<file path="src/rtl/core_sequencer_if.sv">
// Request/grant handshake between the core sequencer (master) and the
// instruction/data memory side (slave).
interface core_sequencer_if;
  logic imem_req;
  logic imem_gnt;
  logic dmem_req;
  logic dmem_we;
  logic dmem_gnt;

  modport master (
    output imem_req,
    output dmem_req,
    output dmem_we,
    input  imem_gnt,
    input  dmem_gnt
  );

  modport slave (
    input  imem_req,
    input  dmem_req,
    input  dmem_we,
    output imem_gnt,
    output dmem_gnt
  );
endinterface

</file>
<file path="src/rtl/core_sequencer.sv">
// Multi-cycle FETCH/DECODE/EXEC/MEM/WB sequencer with retire counter and trap.
// Optional memory-grant watchdog is enabled by defining SEQ_MEM_TIMEOUT_EN.
module core_sequencer #(
  parameter int CNT_W          = 32,
  parameter int TIMEOUT_CYCLES = 16
) (
  input  logic                 clk_i,
  input  logic                 rst_ni,
  input  logic [6:0]           opcode_i,
  input  logic                 dec_reg_write_i,
  core_sequencer_if.master     mem_if,
  output logic                 ir_we_o,
  output logic                 pc_we_o,
  output logic                 rf_we_o,
  output logic [2:0]           state_o,
  output logic                 trap_o,
  output logic [1:0]           trap_cause_o,
  output logic [CNT_W-1:0]     instret_o
);

  typedef enum logic [2:0] {
    S_FETCH  = 3'd0,
    S_DECODE = 3'd1,
    S_EXEC   = 3'd2,
    S_MEM    = 3'd3,
    S_WB     = 3'd4,
    S_TRAP   = 3'd7
  } state_e;

  localparam logic [6:0] OP_ALU    = 7'b0110011;
  localparam logic [6:0] OP_ALUI   = 7'b0010011;
  localparam logic [6:0] OP_LOAD   = 7'b0000011;
  localparam logic [6:0] OP_STORE  = 7'b0100011;
  localparam logic [6:0] OP_BRANCH = 7'b1100011;
  localparam logic [6:0] OP_LUI    = 7'b0110111;
  localparam logic [6:0] OP_AUIPC  = 7'b0010111;
  localparam logic [6:0] OP_JAL    = 7'b1101111;
  localparam logic [6:0] OP_JALR   = 7'b1100111;

  state_e             state_q, state_d;
  logic               trap_q, trap_d;
  logic [1:0]         cause_q, cause_d;
  logic [CNT_W-1:0]   instret_q;

  logic imem_req_s, dmem_req_s, dmem_we_s, ir_we_s, pc_we_s, rf_we_s;
  logic is_load_s, is_store_s, is_branch_s, is_legal_s;
  logic tmo_hit_s;

  assign is_load_s   = (opcode_i == OP_LOAD);
  assign is_store_s  = (opcode_i == OP_STORE);
  assign is_branch_s = (opcode_i == OP_BRANCH);
  assign is_legal_s  = (opcode_i == OP_ALU)   || (opcode_i == OP_ALUI)  ||
                       is_load_s || is_store_s || is_branch_s ||
                       (opcode_i == OP_LUI)   || (opcode_i == OP_AUIPC) ||
                       (opcode_i == OP_JAL)   || (opcode_i == OP_JALR);

`ifdef SEQ_MEM_TIMEOUT_EN
  localparam int TMO_W = $clog2(TIMEOUT_CYCLES + 1) + 1;
  logic [TMO_W-1:0] tmo_q, tmo_d;

  assign tmo_hit_s = (tmo_q == TMO_W'(TIMEOUT_CYCLES));

  // Counts gnt-low cycles in FETCH/MEM; any other cycle leaves it at zero for the next entry.
  always_comb begin
    tmo_d = '0;
    if ((state_q == S_FETCH && !mem_if.imem_gnt) || (state_q == S_MEM && !mem_if.dmem_gnt)) begin
      tmo_d = tmo_q + TMO_W'(1);
    end else begin
      tmo_d = '0;
    end
  end

  // Watchdog counter register.
  always_ff @(posedge clk_i) begin
    if (!rst_ni) begin
      tmo_q <= '0;
    end else begin
      tmo_q <= tmo_d;
    end
  end
`else
  // Watchdog compiled out: the limit can never be reached.
  assign tmo_hit_s = (TIMEOUT_CYCLES < 0);
`endif

  // Next-state and per-state strobe decode.
  always_comb begin
    state_d    = state_q;
    trap_d     = trap_q;
    cause_d    = cause_q;
    imem_req_s = 1'b0;
    dmem_req_s = 1'b0;
    dmem_we_s  = 1'b0;
    ir_we_s    = 1'b0;
    pc_we_s    = 1'b0;
    rf_we_s    = 1'b0;
    case (state_q)
      S_FETCH: begin
        imem_req_s = 1'b1;
        if (mem_if.imem_gnt) begin
          ir_we_s = 1'b1;
          state_d = S_DECODE;
        end else if (tmo_hit_s) begin
          state_d = S_TRAP;
          trap_d  = 1'b1;
          cause_d = 2'd1;
        end else begin
          state_d = S_FETCH;
        end
      end
      S_DECODE: begin
        if (is_legal_s) begin
          state_d = S_EXEC;
        end else begin
          state_d = S_TRAP;
          trap_d  = 1'b1;
          cause_d = 2'd0;
        end
      end
      S_EXEC: begin
        if (is_load_s || is_store_s) begin
          state_d = S_MEM;
        end else if (is_branch_s) begin
          pc_we_s = 1'b1;
          state_d = S_FETCH;
        end else begin
          state_d = S_WB;
        end
      end
      S_MEM: begin
        dmem_req_s = 1'b1;
        dmem_we_s  = is_store_s;
        if (mem_if.dmem_gnt) begin
          if (is_store_s) begin
            pc_we_s = 1'b1;
            state_d = S_FETCH;
          end else begin
            state_d = S_WB;
          end
        end else if (tmo_hit_s) begin
          state_d = S_TRAP;
          trap_d  = 1'b1;
          cause_d = 2'd1;
        end else begin
          state_d = S_MEM;
        end
      end
      S_WB: begin
        rf_we_s = dec_reg_write_i;
        pc_we_s = 1'b1;
        state_d = S_FETCH;
      end
      S_TRAP: begin
        state_d = S_TRAP;
      end
      default: begin
        state_d = S_TRAP;
        trap_d  = 1'b1;
        cause_d = 2'd0;
      end
    endcase
  end

  // State, trap flags and retire counter.
  always_ff @(posedge clk_i) begin
    if (!rst_ni) begin
      state_q   <= S_FETCH;
      trap_q    <= 1'b0;
      cause_q   <= 2'd0;
      instret_q <= '0;
    end else begin
      state_q   <= state_d;
      trap_q    <= trap_d;
      cause_q   <= cause_d;
      instret_q <= instret_q + CNT_W'(pc_we_s);
    end
  end

  // Strobes are held low for the whole reset cycle so an abandoned access leaves no trace.
  assign mem_if.imem_req = rst_ni & imem_req_s;
  assign mem_if.dmem_req = rst_ni & dmem_req_s;
  assign mem_if.dmem_we  = rst_ni & dmem_we_s;
  assign ir_we_o         = rst_ni & ir_we_s;
  assign pc_we_o         = rst_ni & pc_we_s;
  assign rf_we_o         = rst_ni & rf_we_s;
  assign state_o         = state_q;
  assign trap_o          = trap_q;
  assign trap_cause_o    = cause_q;
  assign instret_o       = instret_q;

endmodule

</file>
<file path="src/flat_wrapper.sv">
// flat-port wrapper written by rule: the top's interface ports become plain ports
module core_sequencer_flat 
#(
  parameter int CNT_W          = 32,
  parameter int TIMEOUT_CYCLES = 16
)
  (clk_i, rst_ni, opcode_i, dec_reg_write_i, ir_we_o, pc_we_o, rf_we_o, state_o, trap_o, trap_cause_o, instret_o, mem_if_imem_req, mem_if_dmem_req, mem_if_dmem_we, mem_if_imem_gnt, mem_if_dmem_gnt);
  core_sequencer_if mem_if_i ();
  input  logic clk_i;
  input  logic rst_ni;
  input  logic [6:0] opcode_i;
  input  logic dec_reg_write_i;
  output logic ir_we_o;
  output logic pc_we_o;
  output logic rf_we_o;
  output logic [2:0] state_o;
  output logic trap_o;
  output logic [1:0] trap_cause_o;
  output logic [CNT_W-1:0] instret_o;
  output wire logic [$bits(mem_if_i.imem_req)-1:0] mem_if_imem_req;
  output wire logic [$bits(mem_if_i.dmem_req)-1:0] mem_if_dmem_req;
  output wire logic [$bits(mem_if_i.dmem_we)-1:0] mem_if_dmem_we;
  input wire logic [$bits(mem_if_i.imem_gnt)-1:0] mem_if_imem_gnt;
  input wire logic [$bits(mem_if_i.dmem_gnt)-1:0] mem_if_dmem_gnt;
  assign mem_if_imem_req = mem_if_i.imem_req;
  assign mem_if_dmem_req = mem_if_i.dmem_req;
  assign mem_if_dmem_we = mem_if_i.dmem_we;
  assign mem_if_i.imem_gnt = mem_if_imem_gnt;
  assign mem_if_i.dmem_gnt = mem_if_dmem_gnt;
  core_sequencer #(.CNT_W(CNT_W), .TIMEOUT_CYCLES(TIMEOUT_CYCLES)) u_core (.clk_i(clk_i), .rst_ni(rst_ni), .opcode_i(opcode_i), .dec_reg_write_i(dec_reg_write_i), .mem_if(mem_if_i), .ir_we_o(ir_we_o), .pc_we_o(pc_we_o), .rf_we_o(rf_we_o), .state_o(state_o), .trap_o(trap_o), .trap_cause_o(trap_cause_o), .instret_o(instret_o));
endmodule
</file>
<file path="config.mk">
export PLATFORM = sky130hd
export DESIGN_NAME = core_sequencer_flat
export DESIGN_NICKNAME = d
export VERILOG_FILES = /design/src/rtl/core_sequencer_if.sv /design/src/rtl/core_sequencer.sv /design/src/flat_wrapper.sv
export SDC_FILE = /design/constraint.sdc
export NUM_CORES = 1
export LEC_CHECK = 0
export CAP_MARGIN = 20
export CORE_UTILIZATION = 42
export DETAILED_ROUTE_END_ITERATION = 6
export PLACE_DENSITY = 0.76
export SETUP_SLACK_MARGIN = 0.2
export SKIP_CTS_REPAIR_TIMING = 1
export SYNTH_ARGS = -nofsm -noshare
export SYNTH_HDL_FRONTEND = slang
export SYNTH_SLANG_ARGS = --single-unit
</file>
<file path="constraint.sdc">
create_clock -name clk_i -period 3.35 [get_ports clk_i]
set_input_delay 0.67 -clock clk_i [delete_from_list [all_inputs] [get_ports clk_i]]
set_output_delay 0.67 -clock clk_i [all_outputs]
set_load 0.05 [all_outputs]
</file>
* Yosys cells after proc, flatten, opt, wreduce, memory -nomap -nowiden
Cells that the tools add are included.
** Word-level totals
- Logic and storage cells :: 61
- Register bits after elaboration :: 38
- Output and inout port bits :: 44
** Operators by class
- Reductions and logical operators :: 12
- Multiplexer cells :: 22
- Add/sub/neg operators :: 1
- Equal/unequal tests :: 15
- Bitwise gates (word level) :: 7
** Operators by type and width (number)
- $add 32x1->32 :: 1
- $eq 7x6->1 const B :: 3
- $eq 7x7->1 const B :: 3
- $mux 3 :: 5
- $pmux 3 s5 :: 1
- $eq 7x5->1 const B :: 2
- $mux 1 :: 12
- $logic_or 1x1->1 :: 9
- $eq 7x2->1 const B :: 1
- $and 1x1->1 :: 6
- $eq 3x2->1 const B :: 2
- $eq 3x3->1 const B :: 2
- $reduce_or 5->1 :: 1
- $pmux 2 s2 :: 1
- $eq 3x1->1 const B :: 1
- $logic_not 3->1 :: 1
- $pmux 1 s3 :: 1
- $mux 2 :: 1
- $ne 2x2->1 const B :: 1
- $pmux 1 s2 :: 1
- $reduce_and 2->1 :: 1
- $not 1->1 :: 1

* Depth between registers and ports, before layout
Gate-level depths: netlist of run 1.
- Depth in word-level cells :: 11
- Mapped depth :: 10

* Worst setup path after synthesis of run 1
Ideal clock, no wire load.
- Path kind :: reg-to-output
- Start point :: register u_core.state_q[1], in the netlist u_core.state_o[1]
- End point :: output mem_if_dmem_we
- Data required time :: 2.680 ns
- Path buffers :: 0
- Path slack :: -0.060 ns
- Arrival :: 2.740 ns
- Cell stages (with the launch flop) :: 5
- Cells stage by stage :: dfxtp_1 -> nor2b_1 -> inv_1 -> nor3_1 -> and3_1
** On the way
- Word-level cells in the longest chain between the ends :: 3
** Ends and longest elaborated chain
- start: declaration :: RTL line core_sequencer.sv:40 : state_e state_q, state_d;
- start signal: assignment :: RTL line core_sequencer.sv:172 : state_q <= state_d;
- $eq 3x2->1 :: RTL line core_sequencer.sv:97 : case (state_q)
- $mux 1 :: RTL line core_sequencer.sv:97
- $and 1x1->1 :: RTL line core_sequencer.sv:182 : assign mem_if.dmem_we = rst_ni & dmem_we_s;
- end: declaration :: RTL line flat_wrapper.sv:22 : output wire logic [$bits(mem_if_i.dmem_we)-1:0] mem_if_dmem_we;
No other way between the ends.

* Final worst setup path of run 1
- Start point :: input opcode_i[2]
- End point :: register u_core.instret_q[28], in the netlist u_core.instret_o[28]
** On the way
- Word-level cells in the longest chain between the ends :: 5
- Elaborated cells on any way between the ends :: 10
** Ends and longest elaborated chain
- start: declaration :: RTL line flat_wrapper.sv:11 : input logic [6:0] opcode_i;
- $eq 7x6->1 (tied with other cells) :: RTL line core_sequencer.sv:50 : assign is_store_s = (opcode_i == OP_STORE);
- $mux 1 (tied with other cells) :: RTL line core_sequencer.sv:134 : if (is_store_s) begin
- $mux 1 (on tied branches) :: RTL line core_sequencer.sv:133, core_sequencer.sv:121
- $pmux 1 s3 * :: RTL line core_sequencer.sv:97
- $add 32x1->32 * :: RTL line core_sequencer.sv:175 : instret_q <= instret_q + CNT_W'(pc_we_s);
- end signal: assignment :: RTL line core_sequencer.sv:175
- end: declaration :: RTL line core_sequencer.sv:43 : logic [CNT_W-1:0] instret_q;
Every way passes the cells marked *; elsewhere a longest branch is shown, timed or not.
A chain may end at the register's enable or synchronous reset.

==> results of run 1 <==
worst reg2reg max path, stage by stage (launching register included):
cell      delay, ps
dfxtp_1         530
nand4b_1        200
o32ai_4         280
a22o_1          210
ha_2            210
ha_4            140
nand3_2          80
or4_4           550
or4_4           510
a21oi_2         130
layout by cell type (no fill, tap or decap), types with 3 or more instances in the layout:
cell	count
nand4_1	7
and2_1	5
and4_1	4
buf_4	20
dfxtp_1	36
a21oi_1	20
and3_1	5
nor3_1	4
xnor2_1	6
dlymetal6s2s_1	7
nand3_1	12
clkdlybuf4s50_1	40
buf_12	3
xor2_1	3
o31ai_1	9
or4_4	5
clkbuf_8	6
nor4_1	4
or3_1	7
nor2_1	13
or4_1	5
a21oi_2	4
nand2_1	15
inv_1	10
nand2b_1	3
o21ai_0	12
kinds of logic (layout without fill, tap and decap cells):
kind of cell	Yosys count	count (layout)	share of synthesized area, %
AND/OR/NAND/NOR	101	101	31.4
AO/OA/AOI/OAI	53	53	17.1
flip-flops	36	36	39.0
buffers and inverters	22	89	5.01
XOR/XNOR	9	9	4.27
adder cells (fa/ha/maj)	3	3	1.90
multiplexers	2	2	1.08
other	1	2	0.203
state kept, by name (all words and copies together), names as in the netlist:
name,cells
u_core.trap_o,1
u_core.state_o,3
u_core.instret_o,32
synth_stat cells, types with 3 or more instances:
master and instances:
dfxtp_1 36, nor2_1 13, or4_1 8, nand3_1 12
xor2_1 3, o31ai_1 9, or3_1 9, a21oi_1 24
and4_1 4, inv_1 10, o21ai_0 12, nor3_1 5
nand2_1 16, and2_1 5, and3_1 5, nand4_1 7
nand2b_1 3, nor4_1 4, xnor2_1 6, clkbuf_1 8
power groups by stage:
stage | Sequential [mW] | Clock [mW] | Combinational, mW
floorplan | 0.578 | 0 | 0.155
CTS | 0.489 | 0.324 | 0.358
detailed placement | 0.499 | 0 | 0.355
finish | 0.492 | 0.316 | 0.376
global route | 0.498 | 0.346 | 0.398
global placement | 0.500 | 0 | 0.356
stage by stage:
stage               hold WS (ps)  instance area, um^2
global placement             475                 2540
floorplan                    682                 1860
global route                 534                 2740
CTS                          501                 2630
detailed placement           488                 2540
finish                       499                 2740
path summary, 6_finish.rpt:
kind,from,endpoint
worst max-delay path,opcode_i[2],u_core.instret_o[28]
worst min-delay path,u_core.instret_o[29],u_core.instret_o[29]
worst max register to register,u_core.state_o[1],u_core.instret_o[28]
worst min register to register,u_core.instret_o[29],u_core.instret_o[29]
metal layers:
metal / track usage [%] / part of all wire, %
met1: 27.8 / 50
met2: 31.3 / 45
met3: 6.83 / 4.1
met4: 7.03 / 0.85
met5: 0 / 0
area by class of cell:
type	instances	area share, %
repair buffers	71	25.9
flip-flops and latches	36	26.3
multi-input cells	170	40.8
well taps	50	2.29
inverters	10	1.37
clock buffers	8	3.29
==> reports/results.tsv, run 1 <==
metric	value	unit
diodes inserted	0	
clock tree sinks	36	
clock network fraction of total power	26.7	%
standard-cell row count	23	
status	complete, no violations	
syn_area_per_cell	8.14	um^2
drt total wl	4590	um
combinational share of power	31.8	%
Netlist cell types	39	
top-area cell type share of the netlist area	39.0	%
Clock Skews	5.07	ps
Initial Util	44.9	%
pin count of the biggest net entering global routing	30	
CTS root buf	clkbuf_8	
htree depth	2	
DP HPWL	3220	um
Yosys warnings	0	
min-delay worst type	reg2reg	
Final Cycle Share	91.3	%
worst skew pair latency	290	ps
delay-heaviest family, CP	simple AND/OR/NAND/NOR gates	
hold path cells	2	
Post-synth EDFFs	0	
Setup WS post-layout	290	ps
Die W	68.3	um
layout cell share with drive strength beyond 1	16.3	%
NetSw	0.418	mW
first-pass GRT wire length	7200	um
Cells after DPL	335	
Hold Fails Final Rpt	0	
Sum Neg Setup Slack	0	ps
area of the multi-input gates	1110	um^2
GR Overflow Total	0	
Layout area overhead	48.1	%
arrival time at the worst endpoint	3280	ps
WP buf/inv	1	
top cell type by total area after synthesis	dfxtp_1	
Slew HR	50.7	%
cts bufs inserted	5	
total power per unit cell area	433	nW/um^2
Nets	308	
detailed-router iteration count before antenna repair	4	
crit path max fanout	8	
clock slew at reported path FFs	70	ps
core area	4120	um^2
Worst Setup End Kind	flip-flop	
register area	721	um^2
Routed Antenna Nets	0	
vias in the first global route	1573	
highest-delay cell along the critical path	or4_4	
Fillers	355	
Die ar.	4670	um^2
port bufs	53	
synthesis-stage register bit count	36	
ys flop type	dfxtp_1	
dominant cells by area after synthesis	dfxtp_1, a21oi_1, o31ai_1	
FFs w/ async S/R, synth	0	%
antenna violations before repair	0	
First DRT Iteration DRCs	96	
Largest stage delay, worst path	550	ps
CTS tree	built	
Non-Filler Instances	345	
internal reg-to-reg setup slack	460	ps
clock buffer depth	2	
Syn Inst Count	227	
Switching Fraction	35.3	%
RSZ-0062 raised after global routing	no	
Seq/Total Area, Yosys	39.0	%
routed vias/inst	5.41	
Worst Tran Pin Value	721	ps
leak pwr	0.976	nW
DP Worst Slack	-341	ps
GRT Util Overall	20.9	%
CP dominant cell by count	or4_4	
Synth Cell Area	1850	um^2
CP Cell Sequence	dlymetal6s2s_1 > or3_4 > nor3_1 > a22o_1 > ha_2 > ha_4 > nand3_2 > or4_4 > or4_4 > a21oi_2	
Vias	1868	
DRC errors left	0	
Max Cap Viol	0	
worst vdd ir	0.390	mV
final setup fails	0	
wire per inst	13.3	um
Tot Pwr	1.18	mW
CP required	3570	ps
final worst path period need	3060	ps
die height	68.3	um
final core utilization	66.5	%
Seq pwr share	41.6	%
CP Depth	10	
max-slew violation count	0	
Int Pwr	0.766	mW
R2R cell count	9	
Fmax	0.327	GHz
num ports	56	
CP Launch Type	input port	
Setup CP Type	in2reg	
routability cong.	0.894	
No activity file was read; power rests on OpenSTA's default activity.
==> run 2: changes to the inputs <==
- CORE_ASPECT_RATIO: unset -> 1.2
- REMOVE_ABC_BUFFERS: unset -> 1
==> reports/results.tsv, run 2 (synthesized netlist as in run 1, its figures left out) <==
metric	value	unit	change
final worst path period need	3050	ps	-14.2 ps
detailed-router iteration count before antenna repair	4		unchanged
DRC errors left	0		unchanged
R2R cell count	10		+1
most common cell after layout, fill and taps aside	clkdlybuf4s50_1		
Final Cycle Share	90.9	%	-0.43 points
Layout area overhead	48.2	%	about the same
CTS tree	built		
Largest stage delay, worst path	560	ps	about the same
CP Depth	11		+1
Sum Neg Setup Slack	0	ps	unchanged
die height	74.6	um	+9.3%
core area	4230	um^2	+2.8%
GRT Util Overall	19.5	%	-1.4 points
arrival time at the worst endpoint	3260	ps	-20 ps
wire per inst	12.7	um	-4.3%
Vias	1933		+3.5%
clock tree sinks	36		unchanged
delay-heaviest family, CP	simple AND/OR/NAND/NOR gates		
WP buf/inv	3		+2
Routed Antenna Nets	0		unchanged
Die W	62.5	um	-8.5%
RSZ-0062 raised after global routing	no		
worst skew pair latency	290	ps	about the same
Max Cap Viol	0		unchanged
min-delay worst type	reg2reg		
cts bufs inserted	5		unchanged
FF-to-FF End	u_core.instret_o[21]		
Fmax	0.328	GHz	+0.47%
CP required	3570	ps	about the same
htree depth	2		unchanged
leak pwr	0.993	nW	+1.7%
Largest register FFs	32		unchanged
antenna violations before repair	0		unchanged
num ports	56		unchanged
Nets	313		+1.6%
vias in the first global route	1669		+6.1%
status	complete, no violations		
max-slew violation count	0		unchanged
Hold Fails Final Rpt	0		unchanged
CP Launch Type	input port		
port bufs	53		unchanged
routability cong.	0.859		-3.8%
First DRT Iteration DRCs	93		-3.1%
Worst Tran Pin Value	572	ps	-148 ps
DP HPWL	3080	um	-4.4%
Initial Util	43.7	%	-1.2 points
most frequent cells in the layout	clkdlybuf4s50_1, dfxtp_1, a21oi_1, buf_4, nand2_1		
drt total wl	4520	um	-1.5%
first-pass GRT wire length	7140	um	-0.76%
Setup CP Type	in2reg		
DP Worst Slack	-298	ps	+43.2 ps
routed vias/inst	5.45		+0.56%
final setup fails	0		unchanged
Setup WS post-layout	305	ps	+14.2 ps
CP Cell Sequence	dlymetal6s2s_1 > or3_4 > o32ai_2 > a22o_1 > ha_2 > buf_4 > nand4_1 > or4_4 > buf_6 > or4_1 > a21oi_1		
Die ar.	4670	um^2	about the same
clock slew at reported path FFs	70	ps	about the same
layout cell share with drive strength beyond 1	15.4	%	-0.89 points
Fillers	372		+4.8%
worst vdd ir	0.377	mV	-3.2%
diodes inserted	0		unchanged
total power per unit cell area	432	nW/um^2	-0.14%
GR Overflow Total	0		unchanged
crit path capture	u_core.instret_o[21]		
clock buffer depth	2		unchanged
Clock Skews	3.12	ps	-1.95 ps
CTS root buf	clkbuf_8		
r2r startpoint	u_core.state_o[1]		
crit path from	opcode_i[4]		
highest-delay cell along the critical path	or4_4		
standard-cell row count	26		+13%
post-route cell area	2740	um^2	about the same
DP Area	2550	um^2	+0.59%
final core utilization	64.7	%	-1.7 points
Non-Filler Instances	355		+2.9%
Cells after DPL	343		+2.4%
pin count of the biggest net entering global routing	30		unchanged
crit path max fanout	6		-2
Slew HR	61.7	%	+11 points
internal reg-to-reg setup slack	430	ps	-30 ps
Worst Setup End Kind	flip-flop		
-- run 2: cell count changes in the layout (fill, tap and decap cells not counted), moves of 2 or more --
cell,delta
a21oi_2,-4
or4_1,+3
clkbuf_1,-2
buf_4,+4
or4_4,-2
a21oi_1,+4
-- run 2: cell type report --
type | count | area, um^2 | area share, %
Multi-Input combinational cell | 171 | 1070 | 39.2
Timing Repair Buffer | 75 | 739 | 27.0
Sequential cell | 36 | 721 | 26.3
Clock buffer | 7 | 96.3 | 3.52
Tap cell | 56 | 70.1 | 2.56
Inverter | 10 | 37.5 | 1.37
-- run 2: stage by stage --
| step | power (mW) | hold WS, ps |
|---|---|---|
| floorplan | 0.727 | 679 |
| global placement | 0.858 | 461 |
| detailed placement | 0.856 | 474 |
| CTS | 1.19 | 487 |
| global route | 1.24 | 515 |
| finish | 1.18 | 480 |
-- run 2: worst min-delay path by stage --
stage	from	slack [ps]	to	depth (start not counted)
2_1_floorplan	u_core.instret_o[31]	680	u_core.instret_o[31]	2
3_3_place_gp	u_core.instret_o[31]	460	u_core.instret_o[31]	2
3_5_place_dp	u_core.instret_o[31]	470	u_core.instret_o[31]	2
4_1_cts	u_core.instret_o[31]	490	u_core.instret_o[31]	2
5_1_grt	u_core.instret_o[31]	510	u_core.instret_o[31]	2
6_report	u_core.instret_o[31]	480	u_core.instret_o[31]	2
-- run 2: per-layer routing --
layer,routed length (um),vias up,track usage (%)
met5,0,-,0
met4,102,0,10.9
met3,243,10,5.61
met2,2250,66,33.7
met1,1930,878,22.0
li1,-,979,-
-- run 2: worst register-to-register path: stages, from the launching register on --
cell     delay, ps
dfxtp_1        490
nor2b_1        290
and4_1         270
a22o_1         150
ha_2           180
buf_4          100
nand4_1        120
or4_4          560
buf_6          150
or4_1          410
a21oi_1        130
-- run 2: power breakdown --
| group | switching [mW] | internal, mW |
|---|---|---|
| Sequential | 0.0385 | 0.454 |
| Combinational | 0.227 | 0.136 |
| Clock | 0.145 | 0.183 |
| Total | 0.411 | 0.773 |
==> run 3: changes to the inputs <==
- CTS_CLUSTER_SIZE: unset -> 10
- SLEW_MARGIN: unset -> 25
==> results of run 3 <==
The final DEF is identical to that of run 2; final timing and power are the same.
